File: config.mk
export PLATFORM = sky130hd
export DESIGN_NAME = mm_input_loader
export DESIGN_NICKNAME = d
export VERILOG_FILES = /design/src/rtl/mm_pkg.sv /design/src/rtl/mm_elem_buf.sv /design/src/rtl/mm_input_loader.sv
export SDC_FILE = /design/constraint.sdc
export NUM_CORES = 1
export LEC_CHECK = 0
export CORE_AREA = 5 5 157 159
export CTS_BUF_LIST = sky130_fd_sc_hd__clkbuf_8 sky130_fd_sc_hd__clkbuf_16
export CTS_CLUSTER_SIZE = 16
export DETAILED_ROUTE_END_ITERATION = 10
export DIE_AREA = 0 0 162 164
export DONT_BUFFER_PORTS = 1
export HOLD_SLACK_MARGIN = 0.15
export PLACE_DENSITY = 0.65
export SLEW_MARGIN = 5
export SYNTH_ARGS = -nofsm -noshare
export SYNTH_HDL_FRONTEND = slang
export SYNTH_SLANG_ARGS = --single-unit
File: constraint.sdc
create_clock -name clk -period 2.86 [get_ports clk]
set_clock_uncertainty 0.1 [all_clocks]
set_input_delay 0.429 -clock clk [delete_from_list [all_inputs] [get_ports clk]]
set_output_delay 0.429 -clock clk [all_outputs]
set_load 0.05 [all_outputs]
File: src/rtl/mm_pkg.sv
// Shared types and constants for the matrix-multiplier input loader.
package mm_pkg;

  typedef enum logic [1:0] {
    FILL      = 2'd0,
    START     = 2'd1,
    STREAM    = 2'd2,
    WAIT_DONE = 2'd3
  } mm_ld_state_t;

  localparam int DW_DEFAULT  = 8;
  localparam int FRAME_CNT_W = 8;

endpackage

File: src/rtl/mm_elem_buf.sv
// Frame element store: one synchronous write port, one combinational read port.
module mm_elem_buf
  import mm_pkg::*;
#(
  parameter int DW    = DW_DEFAULT,
  parameter int DEPTH = 32,
  parameter int AW    = $clog2(DEPTH)
) (
  input  logic          clk,
  input  logic          wr_en,
  input  logic [AW-1:0] wr_addr,
  input  logic [DW-1:0] wr_data,
  input  logic [AW-1:0] rd_addr,
  output logic [DW-1:0] rd_data
);

  logic [DW-1:0] mem [DEPTH];

  // NOTE: the array is deliberately not reset; every entry is rewritten by the
  // FILL phase before it is read, so a reset would only cost flops and routing.
  always_ff @(posedge clk) begin
    if (wr_en) mem[wr_addr] <= wr_data;
  end

  assign rd_data = mem[rd_addr];

endmodule

File: src/rtl/mm_input_loader.sv
// Buffers one A+B operand frame, then starts the multiplier and streams the
// frame out back-to-back, holding off new input until the multiplier is done.
module mm_input_loader
  import mm_pkg::*;
#(
  parameter int DW  = DW_DEFAULT,
  parameter int DIM = 4
) (
  input  logic                   clk,
  input  logic                   reset,
  input  logic [DW-1:0]          in_data,
  input  logic                   in_valid,
  output logic                   in_ready,
  output logic                   mm_start,
  output logic [DW-1:0]          mm_data,
  output logic                   mm_valid,
  input  logic                   mm_done,
  output logic                   busy,
  output logic [FRAME_CNT_W-1:0] frame_cnt,
  output logic                   proto_err
);

  localparam int N_ELEM = 2 * DIM * DIM;
  localparam int AW     = $clog2(N_ELEM);
  localparam logic [AW-1:0] LAST = AW'(N_ELEM - 1);

  mm_ld_state_t           state, state_d;
  logic [AW-1:0]          wptr, wptr_d, rptr, rptr_d, rd_addr;
  logic [FRAME_CNT_W-1:0] frame_cnt_d;
  logic                   proto_err_d, in_ready_d, mm_start_d, mm_valid_d, busy_d;
  logic [DW-1:0]          mm_data_d, rd_data;
  logic                   wr_en;

  assign wr_en = (state == FILL) && in_valid && in_ready;

  // Read one element ahead so mm_data can be registered with no bubble.
  assign rd_addr   = (state == STREAM) ? rptr + 1'b1 : '0;
  assign mm_data_d = mm_valid_d ? rd_data : '0;

  mm_elem_buf #(.DW(DW), .DEPTH(N_ELEM), .AW(AW)) u_buf (
    .clk     (clk),
    .wr_en   (wr_en),
    .wr_addr (wptr),
    .wr_data (in_data),
    .rd_addr (rd_addr),
    .rd_data (rd_data)
  );

  // NOTE: every signal is given a default before the case so no path leaves
  // it unassigned, which would otherwise infer a latch.
  always_comb begin
    state_d     = state;
    wptr_d      = wptr;
    rptr_d      = rptr;
    frame_cnt_d = frame_cnt;
    mm_valid_d  = 1'b0;
    proto_err_d = proto_err | (mm_done && (state != WAIT_DONE));
    case (state)
      FILL: begin
        if (wr_en) begin
          if (wptr == LAST) begin
            wptr_d  = '0;
            state_d = START;
          end else begin
            wptr_d = wptr + 1'b1;
          end
        end
      end
      START: begin
        rptr_d     = '0;
        mm_valid_d = 1'b1;
        state_d    = STREAM;
      end
      STREAM: begin
        if (rptr == LAST) begin
          state_d = WAIT_DONE;
        end else begin
          rptr_d     = rptr + 1'b1;
          mm_valid_d = 1'b1;
        end
      end
      WAIT_DONE: begin
        if (mm_done) begin
          frame_cnt_d = frame_cnt + 1'b1;
          state_d     = FILL;
        end
      end
      default: state_d = FILL;
    endcase
    mm_start_d = (state_d == START);
    in_ready_d = (state_d == FILL);
    busy_d     = (state_d != FILL);
  end

  // NOTE: sequential state uses non-blocking assignments so every register
  // samples pre-edge values regardless of statement order.
  always_ff @(posedge clk or negedge reset) begin
    if (!reset) begin
      state     <= FILL;
      wptr      <= '0;
      rptr      <= '0;
      frame_cnt <= '0;
      proto_err <= 1'b0;
      in_ready  <= 1'b0;
      mm_start  <= 1'b0;
      mm_valid  <= 1'b0;
      mm_data   <= '0;
      busy      <= 1'b0;
    end else begin
      state     <= state_d;
      wptr      <= wptr_d;
      rptr      <= rptr_d;
      frame_cnt <= frame_cnt_d;
      proto_err <= proto_err_d;
      in_ready  <= in_ready_d;
      mm_start  <= mm_start_d;
      mm_valid  <= mm_valid_d;
      mm_data   <= mm_data_d;
      busy      <= busy_d;
    end
  end

endmodule

After elaboration in Yosys (flattened, before gate mapping)
Memories as Yosys holds them, arrays and structs flattened.
Cells that the tools add are included.
- add/sub/neg operators: 3
- $mul: 0
- div/mod/pow operators: 0
- magnitude comparators: 0
- equality and inequality tests: 8
- shift-type cells: 0
- mux-type cells: 14
- bitwise gates (word level): 1
- reductions and logical operators: 10
- operators by type and width (kind ; count):
    5-bit two-way mux ; 3
    5-bit by 1-bit adder with 5-bit output, second input constant ; 2
    5-bit == test, second input constant ; 2
    5-bit one-hot mux with 2 select lines ; 1
    8-bit by 1-bit adder with 8-bit output, second input constant ; 1
    2-bit two-way mux ; 4
    8-bit two-way mux ; 1
    2-bit one-hot mux with 4 select lines ; 1
    2-bit AND reduction ; 3
    2-bit by 1-bit == test with 1-bit output, second input constant ; 2
    2-bit == test, second input constant ; 2
    2-bit logical NOT ; 2
    2-bit inequality test, second input constant ; 2
    2-bit nonzero test ; 2
    1-bit logical AND ; 3
    1-bit two-way mux ; 3
    1-bit one-hot mux with 2 select lines ; 1
    1-bit OR ; 1
- register bits after elaboration: 33
- bits in latches: 0
- bits in writable memories: 256
- memory bits (read-only): 0
- input port bits: 12
- output and inout bits: 21
- word-level logic and storage cells: 47
- memories: 1
- memories (name ; words ; width ; read ports ; clocked after Yosys merged registers in ; write ports ; line ; text):
    u_buf.mem ; 32 ; 8 ; 1 ; 0 ; 1 ; mm_elem_buf.sv:17 ; logic [DW-1:0] mem [DEPTH];

Logic depth before layout (Yosys ltp)
Gate-level depths: netlist of the first run.
- depth after elaboration: 6
- gate-level depth with buffers: 10

By module
Synthesis of the first run repeated with hierarchy kept, for this count alone.
- cells, all modules: 542
- area total of the unflattened synthesis: 11427.2 µm²
- by module, submodules not included (module ; instances ; cells each ; area an instance (µm²)):
    mm_elem_buf ; 1 ; 409 ; 9893.2
    mm_input_loader ; 1 ; 133 ; 1534.0

Worst setup path before layout of the first run
No wires, ideal clock.
- kind: register to register
- start point: register state[0]
- end point: register mm_data[6]
- setup time: 0.143 ns
- data arrival time: 1.989 ns
- required time: 2.617 ns
- slack: 0.628 ns
- cell stages (with the launch flop): 9
- path buffers: 1
- clock period less this slack: 2.232 ns
- cells stage by stage: dfrtp_1 -> inv_1 -> ha_1 -> nand2_4 -> buf_4 -> mux4_2 -> a22oi_1 -> a21o_1 -> o221ai_1
- word-level cells in the longest chain between the ends: 4
- RTL lines (item ; line ; text):
    start: declaration ; mm_input_loader.sv:27 ; mm_ld_state_t state, state_d;
    start signal: assignment ; mm_input_loader.sv:110 ; state <= state_d;
    2-bit == test ; mm_input_loader.sv:37, mm_input_loader.sv:58 ;
    5-bit two-way mux ; mm_input_loader.sv:37 ; assign rd_addr = (state == STREAM) ? rptr + 1'b1 : '0;
    memory read 32 x 8 bit ; - ;
    8-bit two-way mux (*) ; mm_input_loader.sv:38 ; assign mm_data_d = mm_valid_d ? rd_data : '0;
    via mm_data_d[6] ; mm_input_loader.sv:31 ; logic [DW-1:0] mm_data_d, rd_data;
    end signal: assignment ; mm_input_loader.sv:118 ; mm_data <= mm_data_d;
    end: declaration ; mm_input_loader.sv:15 ; output logic [DW-1:0] mm_data,
The timed path passes the listed nets; every way through them passes the cells marked *.
A chain may end at the register's enable or synchronous reset.

Worst setup path after layout of the first run
- start point: register rptr[0]
- end point: register mm_data[1]
- word-level cells in the longest chain between the ends: 4
- RTL lines (item ; line ; text):
    start: declaration ; mm_input_loader.sv:28 ; logic [AW-1:0] wptr, wptr_d, rptr, rptr_d, rd_addr;
    start signal: assignment ; mm_input_loader.sv:112 ; rptr <= rptr_d;
    5-bit by 1-bit adder with 5-bit output / 5-bit == test (equally long branches) ; mm_input_loader.sv:37, mm_input_loader.sv:75 ;
    5-bit two-way mux / 1-bit two-way mux (equally long branches) ; mm_input_loader.sv:37, mm_input_loader.sv:75 ;
    memory read 32 x 8 bit / 1-bit one-hot mux with 2 select lines (equally long branches) ; - ;
    8-bit two-way mux (*) ; mm_input_loader.sv:38 ;
    via mm_data_d[1] ; mm_input_loader.sv:31 ;
Marks and branches as above.

==> results.cfg, run 1 <==
[layout]
design_area_mm2 = 0.0133
drive_gt1_frac = 0.247
mostFrequentLayoutCell = edfxtp_1
nFillCells = 1680
diodes = 0
syn2layout_area_growth_pct = 15.6
final_core_utilization = 0.576
layout.nets = 694
mostFrequentLayoutCells = 256 x edfxtp_1, 64 x mux4_2, 47 x nor2_1

[logic_synthesis]
synthSimpleGateAreaFrac = 0.0412
synth-main-ff-cell = edfxtp_1
synth_top_family_by_area = multiplexers
yosys.area.top_type_share = 0.667
synth_warnings = 0
synth-edff-count = 256
synth.area.mux_share = 0.144
synth-seq-area-share = 0.739
synthTopCellsByArea = edfxtp_1 67%, mux4_2 13%, dfrtp_1 7.2%
synth_fa_ha_area_frac = 0.0163
synth_nets = 620
async_flop_share = 0.114
ys_ff_latch = 289
syn-cell-area_mm2 = 0.0115
synth_compound_area_frac = 0.0378
synth-xor-area-share = 0.00760
synth_area_per_cell_um2 = 19.4
netlist_instances = 593
synth_top_area_cell = edfxtp_1
synth_cell_types = 44

[clock_network]
cts_max_level = 1
post_cts_buffers = 0
clk_latency_ns = 0.54
path_clk_slew_ns = 0.06
root_buffer = clkbuf_16
numCtsBuffers = 29
clock_sinks = 289
clk_path_buf_depth = 3
cts_tree = done

[min_path]
whs_endpoint = wptr[4]
hold_start = in_valid
hold_path.class = input pin to register
hold_depth = 3

[global_route]
antenna_found_initial = 0
gr-total-overflow = 0
grt_pass1_wl_um = 37100
grt_pass1_vias = 6031
grt_max_degree = 66
track_usage = 0.186

[setup_path]
critPathLaunch = rptr[0]
end_kind = register
startpoint_type = register
worstPathMaxFanout = 13
worstPathRequired_ns = 3.15
criticalPathCategory = register to register
reg2reg_slack_ns = 0.17
r2r-end = mm_data[1]
arrival_ns = 2.98
r2r_start = rptr[0]
rr_worst_depth = 7

[timing]
maxClockFrequency_mhz = 372
worst_pin_slew_ns = 1.15
hold_viol = 0
finalSetupViolations = 0
post-route-min-period_ns = 2.69
slew_headroom = 0.232
final.setup.tns_ns = 0
period_share = 0.940
rsz0062_at_grt = no
maxSlewViolCount = 0

[die]
start_util = 0.498
rows = 56
io_pins = 33
die_h_um = 164
die_x_um = 162
die-area_mm2 = 0.0266
core_mm2 = 0.0231

[routing]
drc = 0
firstDrtPassIters = 5
num_vias = 5822
vias_per_cell = 5.97
wl_per_cell_um = 25.2
ant_nets = 0
routed_wirelength_um = 24600
drt_iter0_markers = 711

[placed_design]
placed_area_mm2 = 0.0122
port_buffers = 0
place.gp.congestion = 0.830
place_hpwl_um = 15300

[run]
cap_viol_max_count = 0

[power]
report.power.total_mw = 11.2
powerDensity_mw_per_mm2 = 841
p_leak_nw = 4.67
vdd_drop_max_mv = 0.665

[status]
run_status = finished clean
cells by family (layout without fill, tap and decap cells):
logic type	after synthesis	count (layout)
adder cells (fa/ha/maj)	15	15
multiplexers	85	85
XOR/XNOR	10	10
buffers and inverters	34	126
flip-flops	289	289
AO/OA/AOI/OAI	56	56
AND/OR/NAND/NOR	104	104
repair_timing:
action                     4_1_cts  5_1_grt
setup endpoints to repair        0        1
hold endpoints to repair       295        0
hold buffers                    19        0
gates resized for setup          0        1
Yosys cell counts, types with 3 or more instances:
master,instances
nor2b_1,3
a21oi_1,4
and3_1,3
clkbuf_1,9
nor2_1,47
nand3b_1,5
o21ai_0,7
a21o_1,8
or3_1,3
buf_2,9
xnor2_1,7
nand3_1,6
dfrtp_1,33
mux2i_1,19
xor2_1,3
nand2_1,26
inv_1,8
mux4_2,64
edfxtp_1,256
o221ai_1,9
buf_6,3
ha_1,15
a22oi_1,16
state kept, by name (all words and copies together) (netlist names):
register and flops:
u_buf.mem 256, frame_cnt 8, mm_data 8, rptr 5
wptr 5, state 2, busy 1, in_ready 1
mm_start 1, mm_valid 1, proto_err 1
critical path: stages, from the launching register on:
cell	delay [ns]
dfrtp_1	0.45
ha_1	0.38
nand2_4	0.23
buf_12	0.21
mux4_2	0.52
a22oi_1	0.27
a21o_1	0.23
o221ai_1	0.13
power breakdown:
group / leakage [nW] / switching (mW) / internal (mW)
clock network: 0.451 / 1.46 / 1.98
logic: 1.49 / 1.31 / 1.08
registers: 2.72 / 0.566 / 4.80
per-layer routing:
metal	GRT usage	wire length (µm)
met5	0	0
met4	0.0554	621
met3	0.0341	1430
met2	0.298	11800
met1	0.266	10700
metrics by stage:
stage	worst slack, ns	std cells	hold slack, ns
after floorplan	0.628	593	0.0334
after global placement	0.216	906	0.0343
after detailed placement	0.0997	906	0.0343
after CTS	0.0821	974	0.210
after global routing	0.0502	975	0.251
final	0.171	975	0.233
how the worst max path moves through the flow:
stage / end / slack [ns]
floorplan: mm_data[6] / 0.63
global placement: mm_data[3] / 0.22
detailed placement: mm_data[3] / 0.1
CTS: mm_data[3] / 0.08
global route: mm_data[4] / 0.05
finish: mm_data[1] / 0.17
cell type report:
type	count	area (µm²)	area share
Clock buffer	32	767	0.0576
Clock inverter	17	96.3	0.00723
Inverter	9	33.8	0.00254
Multi-Input combinational cell	270	2850	0.214
Sequential cell	289	8510	0.639
Tap cell	290	363	0.0272
Timing Repair Buffer	68	701	0.0526
Power figures use the tool's default switching activity.
==> run 2, diff against run 1 <==
- CTS_CLUSTER_DIAMETER: default -> 200
==> run 2 against run 1 <==
Against the previous run:
- cell area fell by 1.6%
- power fell by 5.5%
- first-iteration DRC count fell by 15%
- non-clock buffer count did not move
- critical path depth did not move
- clock power fell by 17%
- combinational power barely moved
- via count fell by 0.69%
- final cell count fell by 0.92%
- global-route usage fell by 0.11 points
- sequential share of layout area rose by 1.0 points
- die area did not move
==> results.cfg, run 2 (synthesis gave the netlist of run 1 again) <==
[run]
cap_viol_max_count = 0

[placed_design]
place.gp.congestion = 0.830
place_hpwl_um = 15300
port_buffers = 0
placed_area_mm2 = 0.0122

[routing]
firstDrtPassIters = 5
num_vias = 5782
routed_wirelength_um = 24400
vias_per_cell = 5.99
drt_iter0_markers = 601
wl_per_cell_um = 25.3
drc = 0
ant_nets = 0

[timing]
post-route-min-period_ns = 2.67
rsz0062_at_grt = no
period_share = 0.933
finalSetupViolations = 0
final.setup.tns_ns = 0
maxClockFrequency_mhz = 375
slew_headroom = 0.233
maxSlewViolCount = 0
hold_viol = 0
worst_pin_slew_ns = 1.15

[global_route]
grt_max_degree = 66
grt_pass1_vias = 5955
track_usage = 0.185
gr-total-overflow = 0
grt_pass1_wl_um = 36900
antenna_found_initial = 1

[clock_network]
root_buffer = clkbuf_16
path_clk_slew_ns = 0.08
cts_max_level = 1
cts_tree = done
clk_path_buf_depth = 3
post_cts_buffers = 0
clk_latency_ns = 0.52
numCtsBuffers = 22
clock_sinks = 289

[min_path]
hold_path.class = input pin to register
hold_depth = 3
whs_endpoint = wptr[4]
hold_start = in_valid

[die]
die-area_mm2 = 0.0266
start_util = 0.498
rows = 56
die_x_um = 162
die_h_um = 164
core_mm2 = 0.0231
io_pins = 33

[layout]
mostFrequentLayoutCells = 256 x edfxtp_1, 64 x mux4_2, 47 x nor2_1
top_regs = u_buf.mem (256), frame_cnt (8), mm_data (8)
final_core_utilization = 0.567
drive_gt1_frac = 0.232
nFillCells = 1700
syn2layout_area_growth_pct = 13.8
regMostFlops = u_buf.mem
regArea_mm2 = 0.00851
mostFrequentLayoutCell = edfxtp_1
design_area_mm2 = 0.0131
diodes = 0
multi_input_area_mm2 = 0.00285
largest_reg_flops = 256
layout.nets = 687

[setup_path]
critPathLaunch = rptr[0]
startpoint_type = register
r2r_start = rptr[0]
reg2reg_slack_ns = 0.19
worstPathRequired_ns = 3.12
rr_worst_depth = 7
worstPathMaxFanout = 10
arrival_ns = 2.93
criticalPathCategory = register to register
r2r-end = mm_data[3]
end_kind = register

[power]
report.power.total_mw = 10.6
powerDensity_mw_per_mm2 = 807
vdd_drop_max_mv = 0.495
p_leak_nw = 4.59

[status]
run_status = finished clean
-- run 2: cell count changes in the layout (fill, tap and decap cells not counted), sizes merged --
| cell | delta |
|---|---|
| bufinv | -1 |
| clkbuf | -9 |
| clkinv | -7 |
| clkinvlp | -1 |
| inv | +9 |
-- run 2: area by class of cell --
cell class | count | area share
Clock buffer | 23 | 0.0439
Inverter | 9 | 0.00258
Clock inverter | 17 | 0.00582
Sequential cell | 289 | 0.649
Tap cell | 290 | 0.0277
Timing Repair Buffer | 68 | 0.0535
Multi-Input combinational cell | 270 | 0.217
-- run 2: routing by layer --
layer	wire [µm]	GRT usage
met5	7	0
met4	473	0.0434
met3	1590	0.0351
met2	12100	0.304
met1	10300	0.261
-- run 2: worst max path at each step --
stage          slack [ns]    endpoint  cells past startpoint
6_report             0.19  mm_data[3]                      7
5_1_grt              0.04  mm_data[3]                      7
4_1_cts              0.09  mm_data[3]                      7
3_5_place_dp          0.1  mm_data[3]                      7
3_3_place_gp         0.22  mm_data[3]                      7
2_1_floorplan        0.63  mm_data[6]                      8
-- run 2: worst max-delay path, cell delays in order, from the launching register on --
cell,delay (ns)
dfrtp_1,0.46
ha_1,0.38
nand2_4,0.22
buf_4,0.29
mux4_2,0.57
a22oi_1,0.20
a21o_1,0.16
o221ai_1,0.13
-- run 2: report_power, final --
part / internal (mW) / switching (mW) / total (mW)
Combinational: 1.08 / 1.30 / 2.39
Clock: 1.46 / 1.38 / 2.84
Sequential: 4.80 / 0.566 / 5.36
Total: 7.34 / 3.24 / 10.6
-- run 2: stage by stage --
step                std cells  setup WS [ns]  hold WS (ns)
global route              966         0.0369         0.266
detailed placement        906         0.0997        0.0343
global placement          906          0.216        0.0343
finish                    966          0.191         0.250
CTS                       965         0.0887         0.235
floorplan                 593          0.628        0.0334
-- run 2: what timing repair did --
item | in CTS | in global routing
endpoints found under the hold margin | 295 | 0
resized for setup | 0 | 1
hold buffers | 19 | 0
setup endpoints to repair | 0 | 1
==> run 3, diff against run 2 <==
- CAP_MARGIN: default -> 30
- CORE_AREA: 5 5 157 159 -> 2 2 154 156
- DIE_AREA: 0 0 162 164 -> 0 0 156 158
==> run 3 against run 2 <==
Against the previous run:
- first-iteration DRC count is 24% lower
- wire length is 0.69% lower
- combinational power hardly changed
- power is 0.15% lower
- global-route usage is 1.7 points higher
- core utilization is 0.069 points higher
- final cell count is 0.10% lower
- critical path depth is 1 lower
- sequential share of layout area is 0.12 points higher
- clock power hardly changed
- via count is 1.0% higher
- flip-flop and latch count stayed put
- critical endpoint is now mm_data[2]
- largest cell class unchanged
- largest power group unchanged
==> results.cfg, run 3 (synthesis gave the netlist of run 1 again) <==
[timing]
period_share = 0.965
maxSlewViolCount = 0
maxClockFrequency_mhz = 362
final.setup.tns_ns = 0
post-route-min-period_ns = 2.76
hold_ws_ns = 0.233
finalSetupViolations = 0
hold_viol = 0
worst_pin_slew_ns = 0.808
slew_headroom = 0.461
rsz0062_at_grt = no

[global_route]
grt_pass1_wl_um = 36600
track_usage = 0.202
antenna_found_initial = 0
grt_pass1_vias = 6022
gr-total-overflow = 0
grt_max_degree = 34

[layout]
mostFrequentLayoutCell = edfxtp_1
diodes = 0
drive_gt1_frac = 0.233
top_regs = u_buf.mem (256), frame_cnt (8), mm_data (8)
largest_reg_flops = 256
layout.nets = 686
syn2layout_area_growth_pct = 13.6
multi_input_area_mm2 = 0.00285
mostFrequentLayoutCells = 256 x edfxtp_1, 64 x mux4_2, 47 x nor2_1
regArea_mm2 = 0.00851
nFillCells = 1696
regMostFlops = u_buf.mem

[setup_path]
worstPathMaxFanout = 10
end_kind = register
arrival_ns = 3.03
r2r_start = rptr[1]
criticalPathCategory = register to register
startpoint_type = register
rr_worst_depth = 6
path_delay_family = compound AO/OA/AOI/OAI gates
worst-path-buf-inv = 1
r2r-end = mm_data[2]
crit_chain = ha_1, and2b_1, o21ai_4, buf_4, mux2i_1, o221ai_1
reg2reg_slack_ns = 0.1
worstPathRequired_ns = 3.13
cp_slowest_stage_delay_ns = 0.54
slowest_stage = mux2i_1

[power]
vdd_drop_max_mv = 0.406
powerDensity_mw_per_mm2 = 808
p_leak_nw = 4.58

[routing]
drc = 0
wl_met3_um = 1800
num_vias = 5841
firstDrtPassIters = 5
ant_nets = 0
routed_wirelength_um = 24200
vias_per_cell = 6.05
drt_iter0_markers = 456
dr_wl_met2_um = 11700
m1WireLength_um = 10300
wl_per_cell_um = 25.1
highest_layer = met4

[min_path]
hold_depth = 3
hold_start = in_valid
whs_endpoint = wptr[4]
hold_path.class = input pin to register

[clock_network]
post_cts_buffers = 0
root_buffer = clkbuf_16
clock_sinks = 289
cts_tree = done
numCtsBuffers = 22
cts_resized = 0
clk_latency_ns = 0.51
path_clk_slew_ns = 0.07
cts_max_level = 1
clk_path_buf_depth = 3

[status]
run_status = finished clean

[die]
core_mm2 = 0.0231
rows = 56
die_x_um = 156
io_pins = 33
die-area_mm2 = 0.0246
die_h_um = 158
start_util = 0.500

[placed_design]
place.gp.congestion = 0.776
port_buffers = 0
place_hpwl_um = 15100

[run]
cap_viol_max_count = 0
-- run 3: cell count changes in the layout (fill, tap and decap cells not counted), sizes merged --
cell         before  now
clkbuf           24   23
dlygate4sd3      11   10
buf              56   57
-- run 3: stage by stage --
step	utilization	power, mW	worst slack [ns]	std cells	instance area [µm²]
3_3_place_gp	0.528	7.67	0.160	906	12200
4_1_cts	0.566	10.7	0.102	963	13100
5_1_grt	0.568	11.0	0.0110	965	13100
6_report	0.568	10.6	0.0988	965	13100
2_1_floorplan	-	7.00	0.628	593	11500
3_5_place_dp	0.528	7.73	0.119	906	12200
-- run 3: how the worst max path moves through the flow --
stage	start	cells after the start	endpoint
floorplan	state[0]	8	mm_data[6]
global route	rptr[1]	6	mm_data[4]
CTS	rptr[1]	6	mm_data[4]
global placement	rptr[1]	6	mm_data[4]
detailed placement	rptr[1]	6	mm_data[4]
finish	rptr[1]	6	mm_data[2]
-- run 3: metal layers --
metal,track usage,up-vias
li1,-,2517
met1,0.284,3096
met2,0.328,189
met3,0.0449,39
met4,0.0476,0
met5,0,-
-- run 3: what timing repair did --
item / in CTS / in global routing
setup endpoints to repair: 0 / 0
hold buffers: 17 / 0
hold endpoints to repair: 293 / 0
-- run 3: layout make-up --
type,instances,share of cell area
clock buffers,23,0.0440
flip-flops and latches,289,0.651
clock inverters,17,0.00583
repair buffers,67,0.0517
multi-input cells,270,0.218
well taps,290,0.0277
inverters,9,0.00258
-- run 3: where the power goes --
part	switching (mW)	leakage (nW)	internal [mW]
clock network	1.38	0.376	1.46
logic	1.33	1.48	1.08
registers	0.523	2.72	4.80
-- run 3: worst min-delay path: stages --
cell,delay (ns)
nand3_1,0.23
nand2_1,0.09
nand2_1,0.07
==> edit: new RTL, flow settings as in run 1 <==
The package constant `DW_DEFAULT` goes from 8 to 6.
--- a/src/rtl/mm_pkg.sv
+++ b/src/rtl/mm_pkg.sv
@@ -8,7 +8,7 @@
     WAIT_DONE = 2'd3
   } mm_ld_state_t;
 
-  localparam int DW_DEFAULT  = 8;
+  localparam int DW_DEFAULT  = 6;
   localparam int FRAME_CNT_W = 8;
 
 endpackage
Ports: changed (resized in_data and mm_data); port bits go from 33 to 29. No check against the original RTL was run, so the function may have changed too.
==> edit against run 1 <==
Synthesized cell count decreased by 17%. Power decreased by 20%. Sequential cell count decreased by 66. Routed wire length decreased by 24%. Setup slack improved by 0.068 ns. Utilization decreased by 12 points. Synthesized area decreased by 21%. Sequential share of layout area decreased by 2.1 points. Via count decreased by 19%. Count of clock-buffer cells in the layout decreased by 7. Design area decreased by 21%. Non-clock buffer count decreased by 14. Critical endpoint is now mm_data[4]$_DFF_PN0_.
==> edit: results (changes against run 1) <==
| Metric | Value |
|---|---|
| Proportion of layout cells with a drive suffix above 1 | 24.4% (-0.24 points) |
| Synth cell types | 43 (-2.3%) |
| Filler cell count in the final layout | 1931 (+15%) |
| Skew-Pair Late Insertion Delay | 0.50 ns (-0.04 ns) |
| Flip-flop count of the largest register, all copies and words added | 192 (-25%) |
| Worst reg2reg setup slack | 0.24 ns (+0.07 ns) |
| Largest delay contributor family on the critical path | multiplexers |
| Global router's overall resource usage | 14.4% (-4.2 points) |
| Run status | complete, no violations |
| Worst EP arrival | 2.87 ns (-0.11 ns) |
| Worst-path maximum fanout | 30 (+17) |
| Cell count after synthesis | 495 (-17%) |
| Worst setup timing slack at the placement stage | 0.234 ns (+0.134 ns) |
| Last weighted congestion value of the routability-driven placer | 0.771 (-7.1%) |
| DRC violation total after the first TritonRoute iteration | 566 (-20%) |
| Largest net degree at the start of global routing | 37 (-44%) |
| Largest stage delay, worst path | 0.57 ns (+0.05 ns) |
| Final Instance Count excl. Fillers | 859 (-12%) |
| Global-route wire length before repair | 29400 um (-21%) |
| VDD IR max | 344 uV (-48%) |
| Top Registers | u_buf.mem x192, frame_cnt x8, mm_data x6 |
| Most frequent cells after synthesis | 192 x edfxtp_1, 48 x mux4_2, 47 x nor2_1, 31 x dfrtp_1, 27 x nand2_1 |
| Worst-case headroom to the max-slew limit | 23.7% (+0.45 points) |
| Net count after synthesis | 520 (-16%) |
| Number of enable flip-flop cells after synthesis | 192 (-25%) |
| R2r startpoint | state[0]$_DFF_PN0_ |
| Routed wirelength normalized by instance count | 21.9 um (-13%) |
| Endpoint of the worst-slack reg-to-reg timing path | mm_data[4]$_DFF_PN0_ |
| Final Net Count | 578 (-17%) |
| Detailed placer's ending HPWL | 12100 um (-21%) |
| Number of global-route vias before repair | 4888 (-19%) |
| Cell leakage power | 3.73 nW (-20%) |
| Post-synthesis async set-or-reset flop share | 13.9% (+2.5 points) |
| CTS Buf Count | 23 (-21%) |
[edit: cell types whose count changed in the layout (fill, tap and decap cells not counted), moves of 3 or more]
| cell | delta |
|---|---|
| clkbuf_16 | -7 |
| buf_4 | -8 |
| mux4_2 | -16 |
| clkinv_1 | -4 |
| dlygate4sd3_1 | -3 |
| mux2i_1 | -4 |
| a22oi_1 | -4 |
| edfxtp_1 | -64 |
[edit: area by class of cell]
type                            count  area [um^2]  area share [%]
Sequential cell                   223         6540            61.8
Multi-Input combinational cell    242         2370            22.4
Clock inverter                     16          130            1.23
Clock buffer                       25          603            5.70
Tap cell                          290          363            3.43
Inverter                            9         33.8           0.319
Timing Repair Buffer               54          538            5.09
[edit: routing by layer]
layer,vias up,global-route usage (%),wire [um],share of wire [%]
li1,2078,-,-,-
met1,2433,19.6,8010,43
met2,158,24.4,9400,50
met3,22,2.48,1030,5.5
met4,0,3.77,341,1.8
met5,-,0,0,0
[edit: power breakdown]
| part | leakage (nW) | total [mW] | switching, mW | internal (mW) |
|---|---|---|---|---|
| registers | 2.12 | 4.18 | 0.465 | 3.72 |
| logic | 1.23 | 1.91 | 1.04 | 0.865 |
| clock network | 0.380 | 2.88 | 1.19 | 1.69 |
[edit: worst max-delay path by stage]
stage | start | endpoint | slack, ns
after floorplan | rptr[0]$_DFFE_PN0P_ | mm_data[4]$_DFF_PN0_ | 0.65
after global placement | state[0]$_DFF_PN0_ | mm_data[4]$_DFF_PN0_ | 0.27
after detailed placement | state[0]$_DFF_PN0_ | mm_data[4]$_DFF_PN0_ | 0.23
after CTS | state[0]$_DFF_PN0_ | mm_data[4]$_DFF_PN0_ | 0.20
after global routing | state[0]$_DFF_PN0_ | mm_data[1]$_DFF_PN0_ | 0.09
final | state[0]$_DFF_PN0_ | mm_data[4]$_DFF_PN0_ | 0.24
[edit: stage by stage]
| step | utilization (%) | total power [mW] | area, um^2 | hold slack, ns |
|---|---|---|---|---|
| 2_1_floorplan | - | 5.54 | 9040 | 0.0334 |
| 3_3_place_gp | 41.7 | 6.05 | 9650 | 0.0342 |
| 3_5_place_dp | 41.7 | 6.10 | 9650 | 0.0342 |
| 4_1_cts | 45.8 | 9.06 | 10600 | 0.166 |
| 5_1_grt | 45.8 | 9.38 | 10600 | 0.221 |
| 6_report | 45.8 | 8.97 | 10600 | 0.181 |
[edit: repair_timing]
action                                 CTS  global route
setup buffers                            0             0
endpoints found under the hold margin  227             0
hold buffers                            14             0
[edit: cells by family (layout without fill, tap and decap cells)]
kind of cell,count (synthesis),count (layout),synth area share [%]
DFF,223,223,72.3
and+or+nand+nor,104,104,5.17
muxes,65,65,13.9
AOI/OAI and AO/OA,48,48,4.00
adders and majority gates,15,15,2.07
buffers and inverters,30,104,1.60
xor gates and xnor gates,10,10,0.968
